File: src/rtl/pcxt_chipset.sv
// PC/XT bus glue: 8088 status decode into bus commands and ALE, address latch,
// peripheral chip selects, DMA page registers and CPU read-data multiplexing.
//
// state | meaning
// IDLE  | bus passive, waiting for a non-passive status
// T1    | address latched, ALE high for this clock
// CMD   | command asserted until status returns to passive
module pcxt_chipset (
  input  logic        clock,
  input  logic        reset_n,
  input  logic [19:0] cpu_address,
  input  logic [7:0]  cpu_data_bus,
  input  logic [2:0]  processor_status,
  input  logic        address_enable_n,
  input  logic        io_channel_ready,
  input  logic [7:0]  dma_read_data,
  input  logic [7:0]  pic_read_data,
  input  logic [7:0]  timer_read_data,
  input  logic [7:0]  ppi_read_data,
  input  logic [7:0]  video_read_data,
  input  logic [7:0]  ram_read_data,
  output logic [19:0] address,
  output logic        address_latch_enable,
  output logic        io_read_n,
  output logic        io_write_n,
  output logic        memory_read_n,
  output logic        memory_write_n,
  output logic        interrupt_acknowledge_n,
  output logic [7:0]  data_bus,
  output logic        data_bus_direction,
  output logic [7:0]  cpu_read_data,
  output logic        processor_ready,
  output logic        dma_chip_select_n,
  output logic        interrupt_chip_select_n,
  output logic        timer_chip_select_n,
  output logic        ppi_chip_select_n,
  output logic        video_chip_select_n,
  output logic        ram_chip_select_n,
  output logic [3:0]  dma_page_1,
  output logic [3:0]  dma_page_2,
  output logic [3:0]  dma_page_3
);

  typedef enum logic [1:0] {IDLE, T1, CMD} bus_state_t;

  bus_state_t state;
  logic [2:0] cycle_status;

  logic io_cycle, mem_cycle, write_cycle;
  logic dma_sel, pic_sel, pit_sel, ppi_sel, page_sel, video_sel, ram_sel;
  logic [4:0] io_block;

  always_ff @(posedge clock or negedge reset_n) begin
    if (!reset_n) begin
      state                   <= IDLE;
      cycle_status            <= 3'b111;
      address                 <= '0;
      address_latch_enable    <= 1'b0;
      io_read_n               <= 1'b1;
      io_write_n              <= 1'b1;
      memory_read_n           <= 1'b1;
      memory_write_n          <= 1'b1;
      interrupt_acknowledge_n <= 1'b1;
      processor_ready         <= 1'b0;
    end else if (!address_enable_n) begin
      // DMA owns the bus: abandon any CPU cycle in progress
      state                   <= IDLE;
      address_latch_enable    <= 1'b0;
      io_read_n               <= 1'b1;
      io_write_n              <= 1'b1;
      memory_read_n           <= 1'b1;
      memory_write_n          <= 1'b1;
      interrupt_acknowledge_n <= 1'b1;
      processor_ready         <= 1'b0;
    end else begin
      processor_ready <= io_channel_ready;
      case (state)
        IDLE: begin
          if (processor_status != 3'b111) begin
            state                <= T1;
            address              <= cpu_address;
            cycle_status         <= processor_status;
            address_latch_enable <= 1'b1;
          end
        end
        T1: begin
          state                   <= CMD;
          address_latch_enable    <= 1'b0;
          interrupt_acknowledge_n <= (cycle_status != 3'b000);
          io_read_n               <= (cycle_status != 3'b001);
          io_write_n              <= (cycle_status != 3'b010);
          memory_read_n           <= !((cycle_status == 3'b100) || (cycle_status == 3'b101));
          memory_write_n          <= (cycle_status != 3'b110);
        end
        CMD: begin
          if (processor_status == 3'b111) begin
            state                   <= IDLE;
            io_read_n               <= 1'b1;
            io_write_n              <= 1'b1;
            memory_read_n           <= 1'b1;
            memory_write_n          <= 1'b1;
            interrupt_acknowledge_n <= 1'b1;
          end
        end
        default: state <= IDLE;
      endcase
    end
  end

  always_ff @(posedge clock or negedge reset_n) begin
    if (!reset_n) begin
      dma_page_1 <= 4'h0;
      dma_page_2 <= 4'h0;
      dma_page_3 <= 4'h0;
    end else if (!io_write_n && page_sel) begin
      case (address[1:0])
        2'b11:   dma_page_1 <= cpu_data_bus[3:0];
        2'b01:   dma_page_2 <= cpu_data_bus[3:0];
        2'b10:   dma_page_3 <= cpu_data_bus[3:0];
        default: ;
      endcase
    end
  end

  assign io_block    = address[9:5];
  assign io_cycle    = (state == CMD) && ((cycle_status == 3'b001) || (cycle_status == 3'b010));
  assign mem_cycle   = (state == CMD) && ((cycle_status == 3'b100) || (cycle_status == 3'b101) ||
                                          (cycle_status == 3'b110));
  assign write_cycle = (state == CMD) && ((cycle_status == 3'b010) || (cycle_status == 3'b110));

  assign dma_sel   = io_cycle && (io_block == 5'd0);
  assign pic_sel   = io_cycle && (io_block == 5'd1);
  assign pit_sel   = io_cycle && (io_block == 5'd2);
  assign ppi_sel   = io_cycle && (io_block == 5'd3);
  assign page_sel  = io_cycle && (io_block == 5'd4);
  assign video_sel = mem_cycle && (address[19:14] == 6'b101110);
  assign ram_sel   = mem_cycle && !video_sel && (address < 20'hA0000);

  assign dma_chip_select_n       = !dma_sel;
  assign interrupt_chip_select_n = !pic_sel;
  assign timer_chip_select_n     = !pit_sel;
  assign ppi_chip_select_n       = !ppi_sel;
  assign video_chip_select_n     = !video_sel;
  assign ram_chip_select_n       = !ram_sel;

  assign data_bus_direction = write_cycle;
  assign data_bus           = write_cycle ? cpu_data_bus : 8'hFF;

  // Page registers are write-only, so a page read falls through to FF
  always_comb begin
    cpu_read_data = 8'hFF;
    if (state == CMD) begin
      case (cycle_status)
        3'b000: cpu_read_data = pic_read_data;
        3'b001: begin
          if (dma_sel)      cpu_read_data = dma_read_data;
          else if (pic_sel) cpu_read_data = pic_read_data;
          else if (pit_sel) cpu_read_data = timer_read_data;
          else if (ppi_sel) cpu_read_data = ppi_read_data;
        end
        3'b100, 3'b101: begin
          if (video_sel)    cpu_read_data = video_read_data;
          else if (ram_sel) cpu_read_data = ram_read_data;
        end
        default: ;
      endcase
    end
  end

endmodule

File: config.mk
export PLATFORM = sky130hd
export DESIGN_NAME = pcxt_chipset
export DESIGN_NICKNAME = d
export VERILOG_FILES = /design/src/rtl/pcxt_chipset.sv
export SDC_FILE = /design/constraint.sdc
export NUM_CORES = 1
export LEC_CHECK = 0
export BUFFER_PORTS_ARGS = -buffer_cell sky130_fd_sc_hd__buf_2
export CAP_MARGIN = 20
export CORE_MARGIN = 4
export CORE_UTILIZATION = 43
export DETAILED_ROUTE_END_ITERATION = 6
export HOLD_SLACK_MARGIN = 0.15
export MAX_ROUTING_LAYER = met4
export PLACE_DENSITY = 0.78
export SLEW_MARGIN = 20
export SYNTH_ARGS = -nofsm -noshare
export SYNTH_HDL_FRONTEND = slang
export SYNTH_SLANG_ARGS = --single-unit
File: constraint.sdc
create_clock -name clock -period 2.85 [get_ports clock]
set_clock_uncertainty 0.1 [all_clocks]
set_input_delay 0.57 -clock clock [delete_from_list [all_inputs] [get_ports clock]]
set_output_delay 0.57 -clock clock [all_outputs]
set_load 0.01 [all_outputs]
==> results of run 1 <==
[worst max-delay path by stage]
stage                                      from                to  slack (ns)  cells after the start
finish                   address[7]$_DFFE_PN0P_  cpu_read_data[4]        0.18                      5
global route               state[0]$_DFFE_PN0P_  cpu_read_data[3]        0.01                      5
CTS                      address[7]$_DFFE_PN0P_  cpu_read_data[4]        0.09                      5
detailed placement  cycle_status[0]$_DFFE_PN1P_  cpu_read_data[0]        0.31                      5
global placement    cycle_status[0]$_DFFE_PN1P_  cpu_read_data[0]        0.34                      5
floorplan           cycle_status[0]$_DFFE_PN1P_  cpu_read_data[0]        0.37                      7
[stage by stage]
step                      std cells  area (sq um)
final                           432          3299
after detailed placement        424          3172
after global routing            432          3299
after global placement          424          3172
after floorplan                 217          2376
after CTS                       432          3292
[synthesized netlist by cell type]
cell type	n
a31oi_1	3
inv_1	3
o22a_1	1
buf_2	4
clkbuf_1	6
or4b_1	2
dfstp_2	8
nor2_1	10
a211oi_1	7
nor4_2	1
nor3_1	9
nand2_1	11
o221ai_1	8
and3_1	1
dfrtp_1	36
nor2b_1	2
o211ai_1	2
a41oi_1	2
mux4_2	1
mux2_2	33
a21oi_1	9
and2_1	3
nor3b_1	1
nand2b_1	18
nand3_1	4
nand3b_1	5
or2_2	1
o21ai_0	1
or3_1	5
o311ai_0	7
o211a_1	1
and4b_1	1
mux2i_1	7
buf_1	2
o21a_1	1
xnor2_1	1
[power groups by stage]
stage | Sequential, mW | Clock (mW) | Combinational (mW)
floorplan | 0.867 | 0 | 0.315
global placement | 0.848 | 0 | 0.586
detailed placement | 0.856 | 0 | 0.591
CTS | 0.847 | 0.502 | 0.595
global route | 0.864 | 0.531 | 0.653
finish | 0.848 | 0.489 | 0.594
[state kept, by name (all words and copies together) (netlist names), 2 cells and up]
name,flops
state,2
cycle_status,3
address,20
dma_page_2,4
dma_page_1,4
dma_page_3,4
[logic make-up after synthesis]
logic type,after synthesis,synth area share (%)
buffers and inverters,15,2.580
XOR/XNOR,1,0.3687
flip-flops,44,46.76
AND/OR/NAND/NOR,74,17.64
AO/OA/AOI/OAI,42,13.11
multiplexers,41,19.54
[worst max-delay path, cell delays in order, from the launching register on]
cell	delay [ns]
dfrtp_1	0.42
or3_1	0.42
or3_4	0.40
nor3_1	0.16
o311ai_0	0.14
buf_2	0.17
[what timing repair did]
item,4_1_cts,5_1_grt
setup endpoints to repair,2,7
setup buffers,0,0
resized for setup,1,2
[layout make-up]
class                      instances  area (sq um)  area share (%)
inverter                           3         11.26          0.3413
clock buffer                       5         68.82           2.086
timing repair buffer             149         758.2           22.98
clock inverter                     3         46.29           1.403
sequential                        44          1111           33.67
tap                               70         87.58           2.655
multi-input combinational        158          1216           36.86
[routing by layer]
layer | vias to the layer above | global-route usage, %
li1 | 1097 | -
met1 | 1076 | 26.50
met2 | 95 | 31.81
met3 | 6 | 4.881
met4 | 0 | 6.146
met5 | - | -
[layout by cell type (no fill, tap or decap), types with 4 or more instances in the layout]
master and instances:
mux2_2 33, nand3b_1 5, o311ai_0 7, nor3_1 9
a211oi_1 7, nand2_1 11, a21oi_1 9, o221ai_1 8
buf_4 5, dfrtp_1 36, nand3_1 4, nand2b_1 18
mux2i_1 7, nor2_1 10, buf_2 144, clkbuf_8 5
dfstp_2 8
==> results.ini, run 1 <==
[outcome]
status = finished, final reports clean

[synth]
synth.area.top_cells = dfrtp_1 38%, mux2_2 16%, dfstp_2 8.8%, nand2b_1 4.7%, mux2i_1 2.9%
syn_nets = 300
yosys_register_bits = 44
synthDistinctLibCells = 36
netlist_area_sq_um = 2376
synth_top_area_share_pct = 37.91
ys_seq_area_share_pct = 46.76
syn-instance-count = 217
synth_top_area_cell = dfrtp_1
syn_avg_cell_area_sq_um = 10.95
ys_warn_count = 0

[finish]
n_fill_cell = 456
fin_util_pct = 63.00
area_growth_pct = 38.86
nets = 444
antenna_cells = 0
layout-drive-gt1-share_pct = 56.35

[floorplan]
start_util_pct = 45.37
ios = 145
core-area_sq_um = 5238
die_y_um = 82.34
rows = 26
die-area_sq_um = 6779
fp.dieW_um = 82.34

[worst_setup_path]
worstSetupStartpointType = flop
critPathRequiredTime_ns = 2.18
reg2reg_slack_ns = 0.47
r2r-end = dma_page_1[1]$_DFFE_PN0P_
critPathMaxFanout = 8
cp-end-kind = output port
r2r-start = address[6]$_DFFE_PN0P_
arrival_ns = 2.00
worst-setup-path-type = flop to output port
reg2reg_depth = 4

[sta]
setup_viol = 0
hold_ws_ns = 0.3133
min_period_ns = 2.673
slew_viol_final = 0
fin_ws_ns = 0.1772
worst_slew_pin_slew_ns = 0.9702
fmax_mhz = 374.1
rsz0062_at_grt = false
slew_headroom_pct = 35.32
post-route-period-util_pct = 93.78
tns_ns = 0
hold_violations = 0

[clock_network]
cts_buffer_depth = 2
path_clk_slew_ns = 0.09
clock_latency_ns = 0.30
root_buffer = clkbuf_8
cts_tree = done
numClockSinks = 44
ctsHtreeMaxLevel = 2
holdBufCountCts = 0
numCtsBuffers = 5

[grt]
grt_overflow_total = 0
antenna_found_initial = 0
grt_pass1_vias = 2239
grt_pass1_wl_um = 10280
grt_usage_pct = 20.42
grt_max_degree = 45

[detailed_routing]
drt_iter0_drc = 153
ant_nets = 0
dr_wl_met3_um = 558
drc = 0
totalWireLength_um = 6831
wl_met2_um = 3267
met1_length_um = 2954
first_pass_iters = 4
wl_per_cell_um = 15.81
highest_layer = met4
via_count = 2274
via_per_inst = 5.264

[power]
internal_power_mw = 1.293
clkPwrFrac_pct = 25.3
totalPowerFinal_mw = 1.931
p_sw_share_pct = 33.03
ir_drop_v = 0.0004090
seqPwrFrac_pct = 43.9
combPwrFrac_pct = 30.8
switching_power_mw = 0.6379
power_per_cell_area_nw_per_um2 = 585.4
p_leak_nw = 1.485

[place]
gp_congestion = 0.8800
pre_cts_ws_ns = 0.3059
placement.io_buffers = 144
hpwl_um = 5277

[hold_path]
hp-class = primary input to asynchronous set/reset pin

[job]
drv_cap = 0

Power figures use the tool's default switching activity.
==> run 2: changes to the inputs <==
--- a/config.mk
+++ b/config.mk
@@ -7,12 +7,14 @@
 export LEC_CHECK = 0
 export BUFFER_PORTS_ARGS = -buffer_cell sky130_fd_sc_hd__buf_2
 export CAP_MARGIN = 20
+export CELL_PAD_IN_SITES_DETAIL_PLACEMENT = 0
+export CELL_PAD_IN_SITES_GLOBAL_PLACEMENT = 1
 export CORE_MARGIN = 4
-export CORE_UTILIZATION = 43
+export CORE_UTILIZATION = 34
 export DETAILED_ROUTE_END_ITERATION = 6
 export HOLD_SLACK_MARGIN = 0.15
 export MAX_ROUTING_LAYER = met4
-export PLACE_DENSITY = 0.78
+export PLACE_DENSITY = 0.84
 export SLEW_MARGIN = 20
 export SYNTH_ARGS = -nofsm -noshare
 export SYNTH_HDL_FRONTEND = slang
==> constraint.sdc (replaced) <==
create_clock -name clock -period 3.43 [get_ports clock]
set_clock_uncertainty 0.1 [all_clocks]
set_input_delay 0.686 -clock clock [delete_from_list [all_inputs] [get_ports clock]]
set_output_delay 0.686 -clock clock [all_outputs]
set_load 0.01 [all_outputs]
==> run 2 against run 1 <==
Setup slack better by 0.21 ns. Non-clock buffer count decreased by 1. Cell area is 1.7% higher. Clock power grew 10%. Register-to-register slack better by 0.69 ns. Die area rose by 24%. Global-route usage is 3.6 points lower. Via count grew 2.1%. Power is 10% lower. Hold slack improved by 0.088 ns. Routed wire length is 2.4% higher. First-iteration DRC count fell by 42%. Largest cell class unchanged. Highest routed layer unchanged.
==> results.ini, run 2 (same netlist as run 1, synthesis figures left out) <==
[outcome]
status = finished, final reports clean

[clock_network]
path_clk_slew_ns = 0.08  ; about the same
clock_latency_ns = 0.29  ; about the same
cts_setup_buffers = 0  ; unchanged
numClockSinks = 44  ; unchanged
holdBufCountCts = 0  ; unchanged
root_buffer = clkbuf_8
cts_resized = 0  ; -1
cts_tree = done
ctsHtreeMaxLevel = 2  ; unchanged
cts_buffer_depth = 2  ; unchanged
numCtsBuffers = 5  ; unchanged

[worst_setup_path]
path_buf_inv = 1  ; unchanged
slowest_stage = or3_1
cp_top_family = simple AND/OR/NAND/NOR gates
worstPathCellList = or3_1, or3_1, nor3_1, o311ai_0, buf_2
critPathRequiredTime_ns = 2.64  ; +0.46 ns
crit_path_max_incr_delay_ns = 0.54  ; +0.12 ns
cp_common_cell = or3_1
reg2reg_depth = 5  ; +1
worst-setup-path-type = flop to output port
cp-end-kind = output port
arrival_ns = 2.25  ; +0.25 ns
cp_num_cells = 5  ; unchanged
critPathMaxFanout = 10  ; +2
worstSetupStartpointType = flop

[place]
hpwl_um = 5465  ; +3.6%
placement.io_buffers = 144  ; unchanged
pre_cts_ws_ns = 0.7242  ; +0.4182 ns
gp_congestion = 0.8664  ; -1.5%

[power]
ir_drop_v = 0.0003116  ; -24%
switching_power_mw = 0.5153  ; -19%
internal_power_mw = 1.215  ; -6.1%
seqPwrFrac_pct = 39.7  ; -4.2 points
power_per_cell_area_nw_per_um2 = 515.6  ; -12%
p_leak_nw = 1.500  ; +0.97%
clkPwrFrac_pct = 31.2  ; +5.9 points
p_sw_share_pct = 29.79  ; -3.2 points
combPwrFrac_pct = 29.2  ; -1.6 points

[grt]
grt_pass1_vias = 2341  ; +4.6%
grt_max_degree = 45  ; unchanged
grt_usage_pct = 16.83  ; -3.6 points
antenna_found_initial = 0  ; unchanged
grt_overflow_total = 0  ; unchanged
grt_pass1_wl_um = 11250  ; +9.5%

[sta]
post-route-period-util_pct = 88.64
rsz0062_at_grt = false
tns_ns = 0  ; unchanged
fin_ws_ns = 0.3897  ; +0.2125 ns
hold_violations = 0  ; unchanged
setup_viol = 0  ; unchanged
fmax_mhz = 328.9
slew_viol_final = 0  ; unchanged
worst_slew_pin_slew_ns = 0.9797  ; +0.009480 ns
slew_headroom_pct = 34.69  ; -0.63 points
min_period_ns = 3.040

[detailed_routing]
ant_nets = 0  ; unchanged
via_per_inst = 5.079  ; -3.5%
first_pass_iters = 4  ; unchanged
wl_per_cell_um = 15.30  ; -3.2%
drt_iter0_drc = 89  ; -42%
via_count = 2321  ; +2.1%
drc = 0  ; unchanged
dr_wl_met3_um = 692  ; +24%
met1_length_um = 2835  ; -4.0%
totalWireLength_um = 6992  ; +2.4%
highest_layer = met4
wl_met2_um = 3410  ; +4.4%

[floorplan]
rows = 30  ; +15%
start_util_pct = 34.97  ; -10 points
ios = 145  ; unchanged
fp.dieW_um = 91.60  ; +11%
core-area_sq_um = 6794  ; +30%
die_y_um = 91.60  ; +11%
die-area_sq_um = 8390  ; +24%

[finish]
top_register = address
layout_commonest_cell = buf_2
nets = 443  ; -0.23%
layout-drive-gt1-share_pct = 55.40  ; -0.95 points
layout_common_cells = 144 x buf_2, 36 x dfrtp_1, 33 x mux2_2, 18 x nand2b_1, 11 x nand2_1
largest_reg_flops = 20  ; unchanged
area_growth_pct = 41.23
antenna_cells = 0  ; unchanged
n_fill_cell = 652  ; +43%

[hold_path]
holdPathStages = 2
hp-class = flop to flop

[job]
drv_cap = 0  ; unchanged

run 2: power by group through the flow:
stage               clock (mW)  combinational [mW]  sequential (mW)
detailed placement           0               0.509            0.696
CTS                      0.555               0.512            0.686
global placement             0               0.506            0.689
finish                   0.539               0.505            0.686
floorplan                    0               0.262            0.721
global route             0.575               0.554            0.701
run 2: per-stage QoR:
| stage | util [%] | hold WS, ns | instances | total power [mW] | area, sq um |
|---|---|---|---|---|---|
| global placement | 47.05 | 0.3831 | 449 | 1.195 | 3197 |
| finish | 49.39 | 0.4015 | 457 | 1.730 | 3356 |
| floorplan | - | 0.2904 | 217 | 0.9822 | 2376 |
| global route | 49.39 | 0.4185 | 457 | 1.830 | 3356 |
| CTS | 49.39 | 0.4027 | 457 | 1.753 | 3356 |
| detailed placement | 47.05 | 0.3875 | 449 | 1.205 | 3197 |
run 2: worst reg2reg max path, delay by kind of cell, from the launching register on:
kind,cells,cell delay (ns)
buffers and inverters,1,0.20
DFF,1,0.38
muxes,1,0.34
and+or+nand+nor,3,1.14
run 2: path summary, 6_finish.rpt:
| check | startpoint | slack (ns) | endpoint |
|---|---|---|---|
| worst max-delay path | address[7]$_DFFE_PN0P_ | 0.39 | cpu_read_data[4] |
| worst min-delay path | io_read_n$_DFFE_PN1P_ | 0.40 | io_read_n$_DFFE_PN1P_ |
| worst max register to register | address[5]$_DFFE_PN0P_ | 1.16 | dma_page_2[0]$_DFFE_PN0P_ |
| worst min register to register | io_read_n$_DFFE_PN1P_ | 0.40 | io_read_n$_DFFE_PN1P_ |
| max in group asynchronous | reset_n | 2.18 | state[1]$_DFFE_PN0P_ |
| min in group asynchronous | reset_n | 0.46 | address[3]$_DFFE_PN0P_ |
run 2: area by class of cell:
type | instances | area (sq um) | share of cell area [%]
flip-flops and latches | 44 | 1111 | 33.11
inverters | 3 | 11.26 | 0.3356
well taps | 96 | 120.1 | 3.579
clock inverters | 3 | 90.09 | 2.685
repair buffers | 148 | 750.7 | 22.37
clock buffers | 5 | 68.82 | 2.051
multi-input cells | 158 | 1204 | 35.87
run 2: metal layers:
layer,global-route usage [%],up-vias
met5,-,-
met4,3.643,0
met3,3.563,4
met2,28.61,120
met1,20.57,1102
li1,-,1095
==> run 3: changes to the inputs <==
--- a/config.mk
+++ b/config.mk
@@ -5,12 +5,13 @@
 export SDC_FILE = /design/constraint.sdc
 export NUM_CORES = 1
 export LEC_CHECK = 0
+export ABC_AREA = 1
 export BUFFER_PORTS_ARGS = -buffer_cell sky130_fd_sc_hd__buf_2
 export CAP_MARGIN = 20
 export CELL_PAD_IN_SITES_DETAIL_PLACEMENT = 0
 export CELL_PAD_IN_SITES_GLOBAL_PLACEMENT = 1
 export CORE_MARGIN = 4
-export CORE_UTILIZATION = 34
+export CORE_UTILIZATION = 32
 export DETAILED_ROUTE_END_ITERATION = 6
 export HOLD_SLACK_MARGIN = 0.15
 export MAX_ROUTING_LAYER = met4
==> run 3 against run 2 <==
Sequential power rose by 3%. Hold slack worse by 0.13 ns. Setup slack improved by 0.022 ns. Synthesized area is 13% higher. Flip-flop and latch count unchanged. Power down 2.5%. Global-route usage up 0.51 points. Cell area is 7.8% higher. Critical endpoint is now cpu_read_data[2].
==> results.ini, run 3 <==
[worst_setup_path]
worst-setup-path-type = flop to output port
worstSetupStartpointType = flop
path_buf_inv = 2  ; +1
slowest_stage = dfrtp_1
cp-end-kind = output port
critPathMaxFanout = 20  ; +10
crit_path_max_incr_delay_ns = 0.43  ; -0.11 ns
cp_top_family = simple AND/OR/NAND/NOR gates
worstPathCellList = nor2_4, nand2_1, nor2_2, nand2_1, nand3_1, nand3_1, inv_1, nand2_1, buf_2
critPathRequiredTime_ns = 2.64  ; about the same
arrival_ns = 2.23  ; -0.02 ns
cp_common_cell = nand2_1

[synth]
yosys_register_bits = 44  ; unchanged
yosysMostFrequentCell = nand2_1
synth.area.mux_share_pct = 0  ; -20 points
ys_seq_area_share_pct = 41.50  ; -5.3 points
netlist_area_sq_um = 2678  ; +13%
synthDistinctLibCells = 25  ; -31%
syn-instance-count = 405  ; +87%
syn_avg_cell_area_sq_um = 6.611  ; -40%
ys_async_sr_fraction_pct = 100.0  ; unchanged
synthXorXnorAreaFrac_pct = 0  ; -0.37 points
yosys.area_share.adder_pct = 0  ; unchanged
synth_top_family_by_area = simple AND/OR/NAND/NOR gates
synth.area.top_cells = dfrtp_1 34%, nand2_1 20%, inv_1 9.4%, dfstp_2 7.9%, nor2_1 6.0%
syn_nets = 488  ; +63%
ys.flop_type = dfrtp_1
synth_top_area_share_pct = 33.64  ; -4.3 points
ys_warn_count = 0  ; unchanged
synth_compound_area_share_pct = 5.607  ; -7.5 points
synth-edff-count = 0  ; unchanged
synth-simple-area-share_pct = 40.75  ; +23 points
synth_top_area_cell = dfrtp_1
yosys-top-cells-count = 144 x nand2_1, 67 x inv_1, 43 x nor2_1

[detailed_routing]
first_pass_iters = 4  ; unchanged
drc = 0  ; unchanged
drt_iter0_drc = 91  ; +2.2%
via_count = 2988  ; +29%
via_per_inst = 4.569  ; -10%
wl_per_cell_um = 12.96  ; -15%
totalWireLength_um = 8475  ; +21%
ant_nets = 0  ; unchanged

[grt]
antenna_found_initial = 0  ; unchanged
grt_pass1_wl_um = 13480  ; +20%
grt_overflow_total = 0  ; unchanged
grt_max_degree = 45  ; unchanged
grt_pass1_vias = 2828  ; +21%
grt_usage_pct = 17.35  ; +0.51 points

[floorplan]
die_y_um = 99.48  ; +8.6%
die-area_sq_um = 9895  ; +18%
rows = 33  ; +10%
ios = 145  ; unchanged
start_util_pct = 32.75  ; -2.2 points
core-area_sq_um = 8175  ; +20%
fp.dieW_um = 99.48  ; +8.6%

[clock_network]
holdBufCountCts = 0  ; unchanged
path_clk_slew_ns = 0.08  ; about the same
cts_setup_buffers = 0  ; unchanged
cts_resized = 0  ; unchanged
cts_tree = done
ctsHtreeMaxLevel = 2  ; unchanged
numClockSinks = 44  ; unchanged
cts_buffer_depth = 2  ; unchanged
root_buffer = clkbuf_8
numCtsBuffers = 5  ; unchanged
clock_latency_ns = 0.30  ; about the same

[job]
drv_cap = 0  ; unchanged

[place]
placement.io_buffers = 144  ; unchanged
placedCellCount = 646  ; +44%
hpwl_um = 6666  ; +22%
pre_cts_ws_ns = 0.7417  ; +0.01756 ns
gp_congestion = 0.8395  ; -3.1%

[finish]
final_cell_count_no_fill = 654  ; +43%
layout-drive-gt1-share_pct = 32.06  ; -23 points
antenna_cells = 0  ; unchanged
layout_common_cells = 144 x nand2_1, 143 x buf_2, 67 x inv_1, 43 x nor2_1, 36 x dfrtp_1
layout_commonest_cell = nand2_1
largest_reg_flops = 20  ; unchanged
top_register = address
area_growth_pct = 35.09
nets = 631  ; +42%

[sta]
setup_viol = 0  ; unchanged
worst_slew_pin_slew_ns = 0.8860  ; -0.09367 ns
slew_viol_final = 0  ; unchanged
rsz0062_at_grt = false
hold_ws_ns = 0.2706  ; -0.1308 ns
post-route-period-util_pct = 88.01  ; -0.63 points
fmax_mhz = 331.3  ; +0.72%
min_period_ns = 3.019  ; -0.02165 ns
hold_violations = 0  ; unchanged
slew_headroom_pct = 40.87  ; +6.2 points
fin_ws_ns = 0.4113  ; +0.02165 ns
tns_ns = 0  ; unchanged

[power]
ir_drop_v = 0.0003000  ; -3.7%
power_per_cell_area_nw_per_um2 = 466.5  ; -9.5%
p_leak_nw = 2.031  ; +35%

[hold_path]
hp-class = primary input to asynchronous set/reset pin

[outcome]
status = finished, final reports clean

[run 3: cell count changes in the layout (fill, tap and decap cells not counted), sizes merged, moves of 16 or more]
cell    before  now
inv          3   70
nand2       11  150
nand2b      18    0
nand4        0   16
nand3        4   33
nor2        10   48
o21ai        1   26
mux2        33    0
[run 3: power breakdown]
part	total, mW	internal [mW]	switching, mW
registers	0.705	0.625	0.0798
logic	0.551	0.201	0.350
clock network	0.431	0.257	0.174
total	1.69	1.08	0.604
[run 3: layout make-up]
| type | count | area (sq um) |
|---|---|---|
| Clock buffer | 7 | 96.34 |
| Clock inverter | 1 | 30.03 |
| Fill cell | 891 | 4558 |
| Inverter | 73 | 276.5 |
| Multi-Input combinational cell | 279 | 1241 |
| Sequential cell | 44 | 1111 |
| Tap cell | 105 | 131.4 |
| Timing Repair Buffer | 145 | 730.7 |
[run 3: per-layer routing]
| metal | vias to the layer above | share of wire [%] | global-route usage (%) |
|---|---|---|---|
| li1 | 1523 | - | - |
| met1 | 1328 | 44 | 21.64 |
| met2 | 125 | 46 | 28.25 |
| met3 | 12 | 8.7 | 4.418 |
| met4 | 0 | 1.3 | 4.202 |
| met5 | - | 0 | - |
[run 3: cells by family (layout without fill, tap and decap cells)]
kind of cell / count (synthesis) / count (layout)
AOI/OAI and AO/OA: 29 / 29
DFF: 44 / 44
buffers and inverters: 82 / 226
and+or+nand+nor: 250 / 250
[run 3: final timing paths]
| path | slack (ns) | cells past startpoint | start | to |
|---|---|---|---|---|
| worst max register to register | 1.49 | 6 | cycle_status[0]$_DFFE_PN1P_ | dma_page_1[3]$_DFFE_PN0P_ |
| min in group clock | 0.38 | 2 | dma_page_2[0]$_DFFE_PN0P_ | dma_page_2[0]$_DFFE_PN0P_ |
| worst min register to register | 0.38 | 2 | dma_page_2[0]$_DFFE_PN0P_ | dma_page_2[0]$_DFFE_PN0P_ |
| worst min-delay path | 0.27 | 1 | reset_n | address[12]$_DFFE_PN0P_ |
| max in group asynchronous | 2.58 | 1 | reset_n | cycle_status[2]$_DFFE_PN1P_ |
| worst max-delay path | 0.41 | 9 | state[0]$_DFFE_PN0P_ | cpu_read_data[2] |
[run 3: stage by stage]
stage | util [%] | instance area (sq um) | total power, mW
after floorplan | - | 2678 | 1.036
after global placement | 42.67 | 3488 | 1.262
after detailed placement | 42.67 | 3488 | 1.272
after CTS | 44.21 | 3615 | 1.712
after global routing | 44.25 | 3617 | 1.813
final | 44.25 | 3617 | 1.687
